===== config.mk =====
export PLATFORM = sky130hd
export DESIGN_NAME = counter_second_flat
export DESIGN_NICKNAME = d
export VERILOG_FILES = /design/src/rtl/counter_second_if.sv /design/src/rtl/counter_second.sv /design/src/flat_wrapper.sv
export SDC_FILE = /design/constraint.sdc
export NUM_CORES = 1
export LEC_CHECK = 0
export CORE_MARGIN = 4
export CORE_UTILIZATION = 55
export CTS_BUF_LIST = sky130_fd_sc_hd__clkbuf_8
export DETAILED_ROUTE_END_ITERATION = 8
export DONT_BUFFER_PORTS = 1
export PLACE_DENSITY = 0.7
export RECOVER_POWER = 100
export SKIP_LAST_GASP = 1
export SYNTH_ARGS = -nofsm -noshare
export SYNTH_HDL_FRONTEND = slang
export SYNTH_SLANG_ARGS = --single-unit
export TNS_END_PERCENT = 30

===== constraint.sdc =====
create_clock -name clk -period 2.3 [get_ports clk]
set_input_delay 0.23 -clock clk [delete_from_list [all_inputs] [get_ports clk]]
set_output_delay 0.23 -clock clk [all_outputs]
set_load 0.03 [all_outputs]

===== src/rtl/counter_second_if.sv =====
// counter_second_if: control/status bundle between the seconds counter and its driver.
interface counter_second_if;
  logic       en;
  logic [6:0] set_numb_sec;
  logic       load;
  logic [6:0] load_val;
  logic       sec_tick;
  logic       minute_clk;
  logic [6:0] second_w;
  modport master (output en, set_numb_sec, load, load_val, input sec_tick, minute_clk, second_w);
  modport slave (input en, set_numb_sec, load, load_val, output sec_tick, minute_clk, second_w);
endinterface


===== src/rtl/counter_second.sv =====
// counter_second: divides clk into one-second ticks, counts 0..lim, strobes minute_clk on wrap.
module counter_second #(
  parameter int unsigned CLK_DIV = 50_000_000,
  parameter int unsigned DIV_W = 32
) (
  input logic clk,
  input logic rst,
  counter_second_if.slave bus
);
  localparam logic [DIV_W-1:0] TERM = DIV_W'(CLK_DIV - 1);
  logic [DIV_W-1:0] presc_q, presc_d;
  logic [6:0] sec_q, sec_d, lim, load_sat;
  logic tick_q, tick_d, min_q, min_d, term, wrap;
  assign lim = (bus.set_numb_sec >= 7'd1 && bus.set_numb_sec <= 7'd59) ? bus.set_numb_sec : 7'd59;
  assign load_sat = bus.load_val > lim ? lim : bus.load_val;
  assign term = presc_q == TERM;
  assign wrap = sec_q >= lim;
  // priority: disable > load > tick > idle; strobes are only ever set by a real tick
  always_comb begin
    presc_d = (!bus.en || bus.load || term) ? '0 : presc_q + 1'b1;
    sec_d = !bus.en ? 7'd0 : bus.load ? load_sat : term ? (wrap ? 7'd0 : sec_q + 7'd1) : sec_q;
    tick_d = bus.en && !bus.load && term;
    min_d = tick_d && wrap;
  end
  always_ff @(posedge clk or negedge rst)
    if (!rst) begin
      presc_q <= '0;
      sec_q <= '0;
      tick_q <= 1'b0;
      min_q <= 1'b0;
    end else begin
      presc_q <= presc_d;
      sec_q <= sec_d;
      tick_q <= tick_d;
      min_q <= min_d;
    end
  assign bus.sec_tick = tick_q;
  assign bus.minute_clk = min_q;
  assign bus.second_w = sec_q;
endmodule


===== src/flat_wrapper.sv =====
// flat-port wrapper written by rule: the top's interface ports become plain ports
module counter_second_flat 
#(
  parameter int unsigned CLK_DIV = 50_000_000,
  parameter int unsigned DIV_W = 32
)
  (clk, rst, bus_en, bus_set_numb_sec, bus_load, bus_load_val, bus_sec_tick, bus_minute_clk, bus_second_w);
  counter_second_if bus_i ();
  input logic clk;
  input logic rst;
  input wire logic [$bits(bus_i.en)-1:0] bus_en;
  input wire logic [$bits(bus_i.set_numb_sec)-1:0] bus_set_numb_sec;
  input wire logic [$bits(bus_i.load)-1:0] bus_load;
  input wire logic [$bits(bus_i.load_val)-1:0] bus_load_val;
  output wire logic [$bits(bus_i.sec_tick)-1:0] bus_sec_tick;
  output wire logic [$bits(bus_i.minute_clk)-1:0] bus_minute_clk;
  output wire logic [$bits(bus_i.second_w)-1:0] bus_second_w;
  assign bus_i.en = bus_en;
  assign bus_i.set_numb_sec = bus_set_numb_sec;
  assign bus_i.load = bus_load;
  assign bus_i.load_val = bus_load_val;
  assign bus_sec_tick = bus_i.sec_tick;
  assign bus_minute_clk = bus_i.minute_clk;
  assign bus_second_w = bus_i.second_w;
  counter_second #(.CLK_DIV(CLK_DIV), .DIV_W(DIV_W)) u_core (.clk(clk), .rst(rst), .bus(bus_i));
endmodule

==> results.cfg, run 1 <==
[global_routing]
grt_usage_pct = 21.7
overflow = 0
grt_pass1_vias = 2177
grt_start_max_net_pins = 42
antenna_found_initial = 0
grt_pass1_wl_mm = 10.3

[power]
clkPwrFrac_pct = 31.2
power_mw = 1.48
p_sw_uw = 430
irDropWorstVdd_mv = 0.363
swShare_pct = 29.1
p_leak_nw = 1.24
p_comb_share_pct = 17.8
p_per_area_mw_per_mm2 = 514
p_int_mw = 1.05
sequentialPowerShare_pct = 51.0

[drt]
wl_mm = 6.09
routed_via_density = 6.05
drt-met1-wl_mm = 2.52
dr.pass1.iters = 4
drt-initial-drc-count = 109
post_drt_wl_per_cell_um = 16.6
wl_met2_mm = 3.13
drc_errors = 0
ant_nets = 0
dr_wl_met3_um = 376
vias = 2214
top_layer_used = met4

[floorplanning]
row_count = 24
dieArea_mm2 = 0.00591
dieHeight_um = 76.9
die_width_um = 76.9
num_io_pins = 27
start_util_pct = 58.3
core_area_mm2 = 0.00447

[worst_setup_path]
crit_type = reg2reg
end_kind = register
cp-endpoint = u_core.bus.second_w[3]
rrSetupSlack_ns = 0.15
worstPathArrival_ns = 2.32
required_ns = 2.47
startpoint = u_core.bus.second_w[2]
worstSetupStartpointType = register
r2r-start = u_core.bus.second_w[2]
reg2reg_to = u_core.bus.second_w[3]
reg2regPathDepth = 9
path_max_fanout = 7

[sta]
min_period_ns = 2.15
worst_slew_pin_slew_ns = 0.983
tns_ns = 0
hold_violations = 0
final-setup-viol-count = 0
finalCritPeriodShare_pct = 93.4
clock.fmax_mhz = 466
fin_worst_hold_slack_ns = 0.105
slew_violations = 0
slew_headroom_pct = 34.5
fin_skew_ns = 0.0155
fin_ws_ns = 0.152
rsz0062_at_grt = no

[clocking]
ctsHtreeMaxLevel = 2
cts_setup_buffers = 0
cts_buffers = 5
clkTransAtPathRegs_ns = 0.09
clock_path_buffers = 2
clock-sinks = 41
cts_tree = yes
cts-root-buf = clkbuf_8
clk_latency_ns = 0.30

[synth]
syn_area_per_cell_um2 = 8.94
ys.flop_type = dfrtp_1
syn_area_mm2 = 0.00261
ys_warn_count = 0
yosysTopAreaCellShare_pct = 39.3
netlist_top_cells_area = dfrtp_1, xor2_1, nor2_1, nand3_1, ha_1
synth_cell_types = 55
ys_ff_latch = 41
synth-edff-count = 0
synth_common_cells = dfrtp_1, nor2_1, nand3_1, xor2_1, nand2_1
synthArstFlopShare_pct = 100
synth.most_common_cell = dfrtp_1
synth_seq_area_share_pct = 39.3
synthCells = 292
synth_area_leader_cell = dfrtp_1

[layout]
antenna_cells = 0
ff_latch_area_mm2 = 0.00103
synthToLayoutAreaGrowth_pct = 10.2
multi_input_area_mm2 = 0.00149
final_area_mm2 = 0.00288
fin_cells = 366
fin_util_pct = 64.3
drive_above_1_share_pct = 11.5
layout.nets = 339
fillers = 380

[flow_run]
cap_violations = 0

[placement]
io_buffers = 0
placed_cell_area_mm2 = 0.00281
gp_congestion = 0.913
pre_cts_ws_ns = 0.0437
placed_cells = 356
dp_hpwl_mm = 4.56

[outcome]
status = finished clean

[min_path]
hp-class = in2reg
[flip-flops by register name, indices dropped and copies added, names as in the netlist]
name,cells
u_core.bus.second_w,7
u_core.bus.minute_clk,1
u_core.presc_q,32
u_core.bus.sec_tick,1
[per-layer routing]
layer | vias to the layer above | global-route usage [%]
met4 | 0 | 8.15
met5 | - | 0
met3 | 6 | 6.79
li1 | 1090 | -
met2 | 58 | 38.0
met1 | 1060 | 24.6
[worst min-delay path by stage]
stage                 from                     end  cells after the start
finish              bus_en  u_core.bus.second_w[6]                      2
global route        bus_en  u_core.bus.second_w[6]                      2
CTS                 bus_en  u_core.bus.second_w[6]                      2
detailed placement     rst      u_core.presc_q[26]                      0
global placement       rst      u_core.presc_q[26]                      0
floorplan              rst   u_core.bus.minute_clk                      0
[cells by family after synthesis]
group                    synth area share (%)
AO/OA/AOI/OAI                            13.9
buffers and inverters                    4.07
XOR/XNOR                                 9.40
adder cells (fa/ha/maj)                  4.22
multiplexers                             2.73
flip-flops                               39.3
AND/OR/NAND/NOR                          26.2
other                                   0.144
[worst max-delay path: stages, from the launching register on]
cell and delay [ns]:
dfrtp_1 0.40, ha_1 0.30, nand2_1 0.06, o221a_2 0.22, o221a_2 0.24, a22oi_1 0.15, clkbuf_2 0.22, nor3_1 0.07
o21ai_0 0.22, o221ai_1 0.15
[power by group through the flow]
stage | combinational [mW] | sequential (mW) | clock [mW]
floorplan | 0.156 | 0.803 | 0
global placement | 0.259 | 0.767 | 0
detailed placement | 0.261 | 0.766 | 0
CTS | 0.281 | 0.752 | 0.476
global route | 0.291 | 0.754 | 0.517
finish | 0.263 | 0.752 | 0.461
[layout by cell type (no fill, tap or decap), types with 4 or more instances in the layout]
cell type and n:
buf_4 13, nor2_1 39, nand3_1 22, nor3_1 6, xor2_1 22, and4_1 4
a21oi_1 7, clkbuf_8 5, nand2_1 17, nand2b_1 7, o221ai_1 5, inv_1 13
clkbuf_1 9, nand4_1 9, o21ai_0 10, and3_1 8, ha_1 8, xnor2_1 6
dfrtp_1 41
[timing repair]
action | CTS | global route
setup endpoints to repair | 0 | 1
hold buffers | 2 | 0
endpoints found under the hold margin | 41 | 0
resized for setup | 0 | 1
[cell type report]
class	instances	area share, %
multi-input cells	226	51.9
flip-flops and latches	41	35.7
repair buffers	26	5.44
clock buffers	5	2.39
well taps	52	2.26
inverters	13	1.70
clock inverters	3	0.609
(Power assumes the default switching activity.)
==> run 2: changes to the inputs <==
--- a/config.mk
+++ b/config.mk
@@ -12,6 +12,7 @@
 export DONT_BUFFER_PORTS = 1
 export PLACE_DENSITY = 0.7
 export RECOVER_POWER = 100
+export SETUP_SLACK_MARGIN = 0.1
 export SKIP_LAST_GASP = 1
 export SYNTH_ARGS = -nofsm -noshare
 export SYNTH_HDL_FRONTEND = slang
==> run 2 against run 1 <==
Critical endpoint is now u_core.bus.second_w[4]. Combinational power grew 8.7%. Non-clock buffer count grew 5. Sequential cell count is the same. Final area grew 5.0%. Power grew 9.8%. Die area is the same. Clock power grew 27%.
==> results.cfg, run 2 (synthesis gave the netlist of run 1 again) <==
[floorplanning]
start_util_pct = 58.3
num_io_pins = 27
dieArea_mm2 = 0.00591
core_area_mm2 = 0.00447
dieHeight_um = 76.9
row_count = 24
die_width_um = 76.9

[clocking]
ctsHtreeMaxLevel = 2
clock_path_buffers = 2
cts_tree = yes
cts-root-buf = clkbuf_8
clkTransAtPathRegs_ns = 0.08
clk_latency_ns = 0.29
clock-sinks = 41
cts_buffers = 5

[sta]
fin_ws_ns = 0.159
fin_worst_hold_slack_ns = 0.117
worst_slew_pin_slew_ns = 1.01
final-setup-viol-count = 0
min_period_ns = 2.14
slew_violations = 0
fin_skew_ns = 0.00996
hold_violations = 0
slew_headroom_pct = 33.0
clock.fmax_mhz = 467
rsz0062_at_grt = yes
finalCritPeriodShare_pct = 93.1

[global_routing]
grt_pass1_wl_mm = 9.97
grt_pass1_vias = 2104
overflow = 0
grt_start_max_net_pins = 42
grt_usage_pct = 21.0
antenna_found_initial = 0

[drt]
routed_via_density = 5.98
ant_nets = 0
vias = 2218
wl_mm = 5.96
post_drt_wl_per_cell_um = 16.1
dr.pass1.iters = 4
drc_errors = 0
drt-initial-drc-count = 83

[layout]
layout.nets = 344
drive_above_1_share_pct = 15.0
fin_util_pct = 67.5
largest_register_ffs = 32
antenna_cells = 0
fin_cells = 371
top_register = u_core.presc_q
synthToLayoutAreaGrowth_pct = 15.7
final_area_mm2 = 0.00302
final_common_cell = dfrtp_1
layout_common_cells = dfrtp_1, nor2_1, nand3_1, xor2_1, buf_4

[worst_setup_path]
required_ns = 2.44
path_max_fanout = 4
worstSetupStartpointType = register
end_kind = register
worstPathArrival_ns = 2.28
crit_type = reg2reg

[power]
p_per_area_mw_per_mm2 = 537
irDropWorstVdd_mv = 0.356
p_leak_nw = 1.32

[flow_run]
cap_violations = 0

[placement]
gp_congestion = 0.870
pre_cts_ws_ns = -0.0200
placed_cell_area_mm2 = 0.00285
dp_hpwl_mm = 4.46
io_buffers = 0
placed_cells = 358

[outcome]
status = finished clean

[min_path]
hp-class = in2reg
-- run 2: cell count changes in the layout (fill, tap and decap cells not counted), sizes merged --
cell      change
buf           +7
clkinv        -2
bufinv        +1
clkbuf        -1
clkinvlp      -1
inv           +1
-- run 2: layout make-up --
cell class / count / area [µm²]
Inverter: 13 / 48.8
Fill cell: 347 / 1450
Multi-Input combinational cell: 226 / 1540
Timing Repair Buffer: 31 / 223
Clock inverter: 2 / 33.8
Clock buffer: 6 / 82.6
Sequential cell: 41 / 1030
Tap cell: 52 / 65.1
-- run 2: where the power goes --
group / internal [mW] / total, mW / switching [mW]
Sequential: 0.737 / 0.750 / 0.0124
Clock: 0.349 / 0.586 / 0.236
Combinational: 0.117 / 0.286 / 0.169
-- run 2: path summary, 6_finish.rpt --
check | from | endpoint | slack [ns] | cells after the start
min in group asynchronous | rst | u_core.presc_q[15] | 0.64 | 2
setup reg to reg | u_core.bus.second_w[2] | u_core.bus.second_w[4] | 0.16 | 9
setup / recovery | u_core.bus.second_w[2] | u_core.bus.second_w[4] | 0.16 | 9
hold / removal | bus_en | u_core.bus.second_w[6] | 0.12 | 2
hold reg to reg | u_core.presc_q[0] | u_core.presc_q[0] | 0.49 | 1
max in group asynchronous | rst | u_core.presc_q[2] | 1.04 | 2
-- run 2: worst max-delay path, cell delays in order, from the launching register on --
cell,delay (ns)
dfrtp_1,0.41
ha_1,0.30
nand2_1,0.05
o221a_2,0.22
o221a_2,0.25
a22oi_2,0.21
clkbuf_4,0.20
nor3_1,0.04
o21ai_0,0.16
o221ai_1,0.16
-- run 2: timing repair --
action,4_1_cts,5_1_grt
pin swaps,0,4
setup endpoints to repair,2,23
resized for setup,1,11
buffers inserted,0,3
hold endpoints to repair,41,0
hold buffers,2,0
-- run 2: metrics by stage --
step / total power [mW] / setup TNS, ns
floorplan: 0.964 / 0
global placement: 1.04 / -0.0131
detailed placement: 1.04 / -0.0200
CTS: 1.65 / 0
global route: 1.70 / 0
finish: 1.62 / 0
-- run 2: metal layers --
layer | vias to the layer above | wire [µm] | global-route usage, %
li1 | 1100 | - | -
met5 | - | 0 | 0
met1 | 1053 | 2690 | 26.9
met2 | 56 | 2810 | 33.0
met4 | 0 | 98 | 7.79
met3 | 9 | 362 | 6.56
==> run 3: changes to the inputs <==
--- a/config.mk
+++ b/config.mk
@@ -6,11 +6,10 @@
 export NUM_CORES = 1
 export LEC_CHECK = 0
 export CORE_MARGIN = 4
-export CORE_UTILIZATION = 55
+export CORE_UTILIZATION = 35
 export CTS_BUF_LIST = sky130_fd_sc_hd__clkbuf_8
 export DETAILED_ROUTE_END_ITERATION = 8
 export DONT_BUFFER_PORTS = 1
-export PLACE_DENSITY = 0.7
 export RECOVER_POWER = 100
 export SETUP_SLACK_MARGIN = 0.1
 export SKIP_LAST_GASP = 1
==> constraint.sdc (replaced) <==
create_clock -name clk -period 2.2 [get_ports clk]
set_input_delay 0.22 -clock clk [delete_from_list [all_inputs] [get_ports clk]]
set_output_delay 0.22 -clock clk [all_outputs]
set_load 0.03 [all_outputs]
==> run 3 against run 2 <==
Combinational power barely moved. Final cell count is 12% higher. Clock power is 11% lower. Critical endpoint is now u_core.bus.second_w[1]. Global-route usage decreased by 6.6 points. Sequential cell count is the same. Register-to-register slack lost 0.06 ns. Core utilization shrank 26 points. Power down 1.6%. Via count is 0.59% lower.
==> results.cfg, run 3 (synthesis gave the netlist of run 1 again) <==
[layout]
antenna_cells = 0
layout_common_cells = dfrtp_1, nor2_1, nand3_1, xor2_1, buf_4
drive_above_1_share_pct = 15.4
largest_register_ffs = 32
final_common_cell = dfrtp_1
layout.nets = 343
fin_util_pct = 41.9
fillers = 717
ff_latch_area_mm2 = 0.00103
top_register = u_core.presc_q
multi_input_area_mm2 = 0.00154
synthToLayoutAreaGrowth_pct = 16.3

[worst_setup_path]
worstPathCellList = or4_4 -> nor4_4 -> and4_1 -> nor2_2 -> buf_6 -> a221o_1
path_max_fanout = 8
path_buf_inv = 1
end_kind = register
critPathMaxStageDelay_ns = 0.56
reg2reg_to = u_core.bus.second_w[1]
startpoint = u_core.presc_q[26]
crit_family = simple AND/OR/NAND/NOR gates
required_ns = 2.38
slowest_stage = or4_4
worstSetupStartpointType = register
rrSetupSlack_ns = 0.10
r2r-start = u_core.presc_q[26]
worstPathArrival_ns = 2.28
reg2regPathDepth = 6
crit_type = reg2reg

[power]
p_per_area_mw_per_mm2 = 525
power_mw = 1.59
irDropWorstVdd_mv = 0.285
p_leak_nw = 1.28

[drt]
post_drt_wl_per_cell_um = 14.6
routed_via_density = 5.29
drc_errors = 0
drt-initial-drc-count = 103
dr.pass1.iters = 4
wl_mm = 6.08
vias = 2205
ant_nets = 0

[floorplanning]
num_io_pins = 27
dieArea_mm2 = 0.00890
core_area_mm2 = 0.00725
start_util_pct = 36.0
dieHeight_um = 94.4
die_width_um = 94.4
row_count = 31

[min_path]
hp-start = bus_en
hp-class = in2reg
hold_end = u_core.bus.second_w[6]
hold_depth = 2

[sta]
min_period_ns = 2.10
rsz0062_at_grt = yes
clock.fmax_mhz = 477
final-setup-viol-count = 0
slew_violations = 0
slew_headroom_pct = 31.6
worst_slew_pin_slew_ns = 1.03
fin_ws_ns = 0.103
finalCritPeriodShare_pct = 95.3
hold_violations = 0
fin_skew_ns = 0.0123

[placement]
gp_congestion = 0.917
dp_hpwl_mm = 4.56
io_buffers = 0
pre_cts_ws_ns = -0.0537

[clocking]
ctsHtreeMaxLevel = 2
cts_tree = yes
cts-root-buf = clkbuf_8
clock_path_buffers = 2
cts_buffers = 5
clock-sinks = 41
clk_latency_ns = 0.30
clkTransAtPathRegs_ns = 0.08

[outcome]
status = finished clean

[global_routing]
grt_pass1_vias = 2217
grt_start_max_net_pins = 42
overflow = 0
grt_pass1_wl_mm = 10.3
grt_usage_pct = 14.3
antenna_found_initial = 0

[flow_run]
cap_violations = 0
==> run 3: routing by layer <==
metal | up-vias | global-route usage [%] | part of all wire [%]
li1 | 1093 | - | -
met1 | 1054 | 20.2 | 48
met2 | 51 | 22.2 | 46
met3 | 7 | 3.35 | 5.0
met4 | 0 | 3.61 | 1.0
met5 | - | 0 | 0
==> run 3: area by class of cell <==
type	instances	area share, %
inverter	13	1.61
clock buffer	6	2.72
clock inverter	2	0.453
timing repair buffer	30	6.80
multi-input combinational	226	50.6
tap	99	4.08
sequential	41	33.8
==> run 3: power by group <==
group / total [mW] / internal (mW) / leakage [nW] / switching [mW]
clock: 0.524 / 0.254 / 0.0512 / 0.270
combinational: 0.286 / 0.112 / 0.664 / 0.174
sequential: 0.785 / 0.771 / 0.565 / 0.0141
==> run 3: how the worst max path moves through the flow <==
| stage | endpoint | slack [ns] | cells after the start |
|---|---|---|---|
| CTS | u_core.bus.second_w[2] | 0.04 | 7 |
| global route | u_core.bus.second_w[5] | 0.02 | 7 |
| floorplan | u_core.bus.second_w[2] | -0.06 | 12 |
| finish | u_core.bus.second_w[1] | 0.10 | 6 |
| global placement | u_core.bus.second_w[2] | 0.02 | 11 |
| detailed placement | u_core.bus.second_w[2] | -0.05 | 8 |
==> run 3: timing repair <==
action                                 in CTS  in global routing
pin swaps                                   0                  5
setup buffers                               0                  1
hold buffers                                2                  0
setup endpoints to repair                   4                  7
endpoints found under the hold margin      41                  0
gates resized for setup                     1                 11
==> run 3: per-stage QoR <==
step                hold slack [ns]  TNS [ns]  instance area (µm²)  instances
global placement            -0.0742         0                 2910        406
CTS                          0.0828         0                 3040        416
finish                       0.0842         0                 3040        417
detailed placement          -0.0742   -0.0886                 2910        406
global route                  0.101         0                 3040        417
floorplan                   -0.0756    -0.129                 2650        293
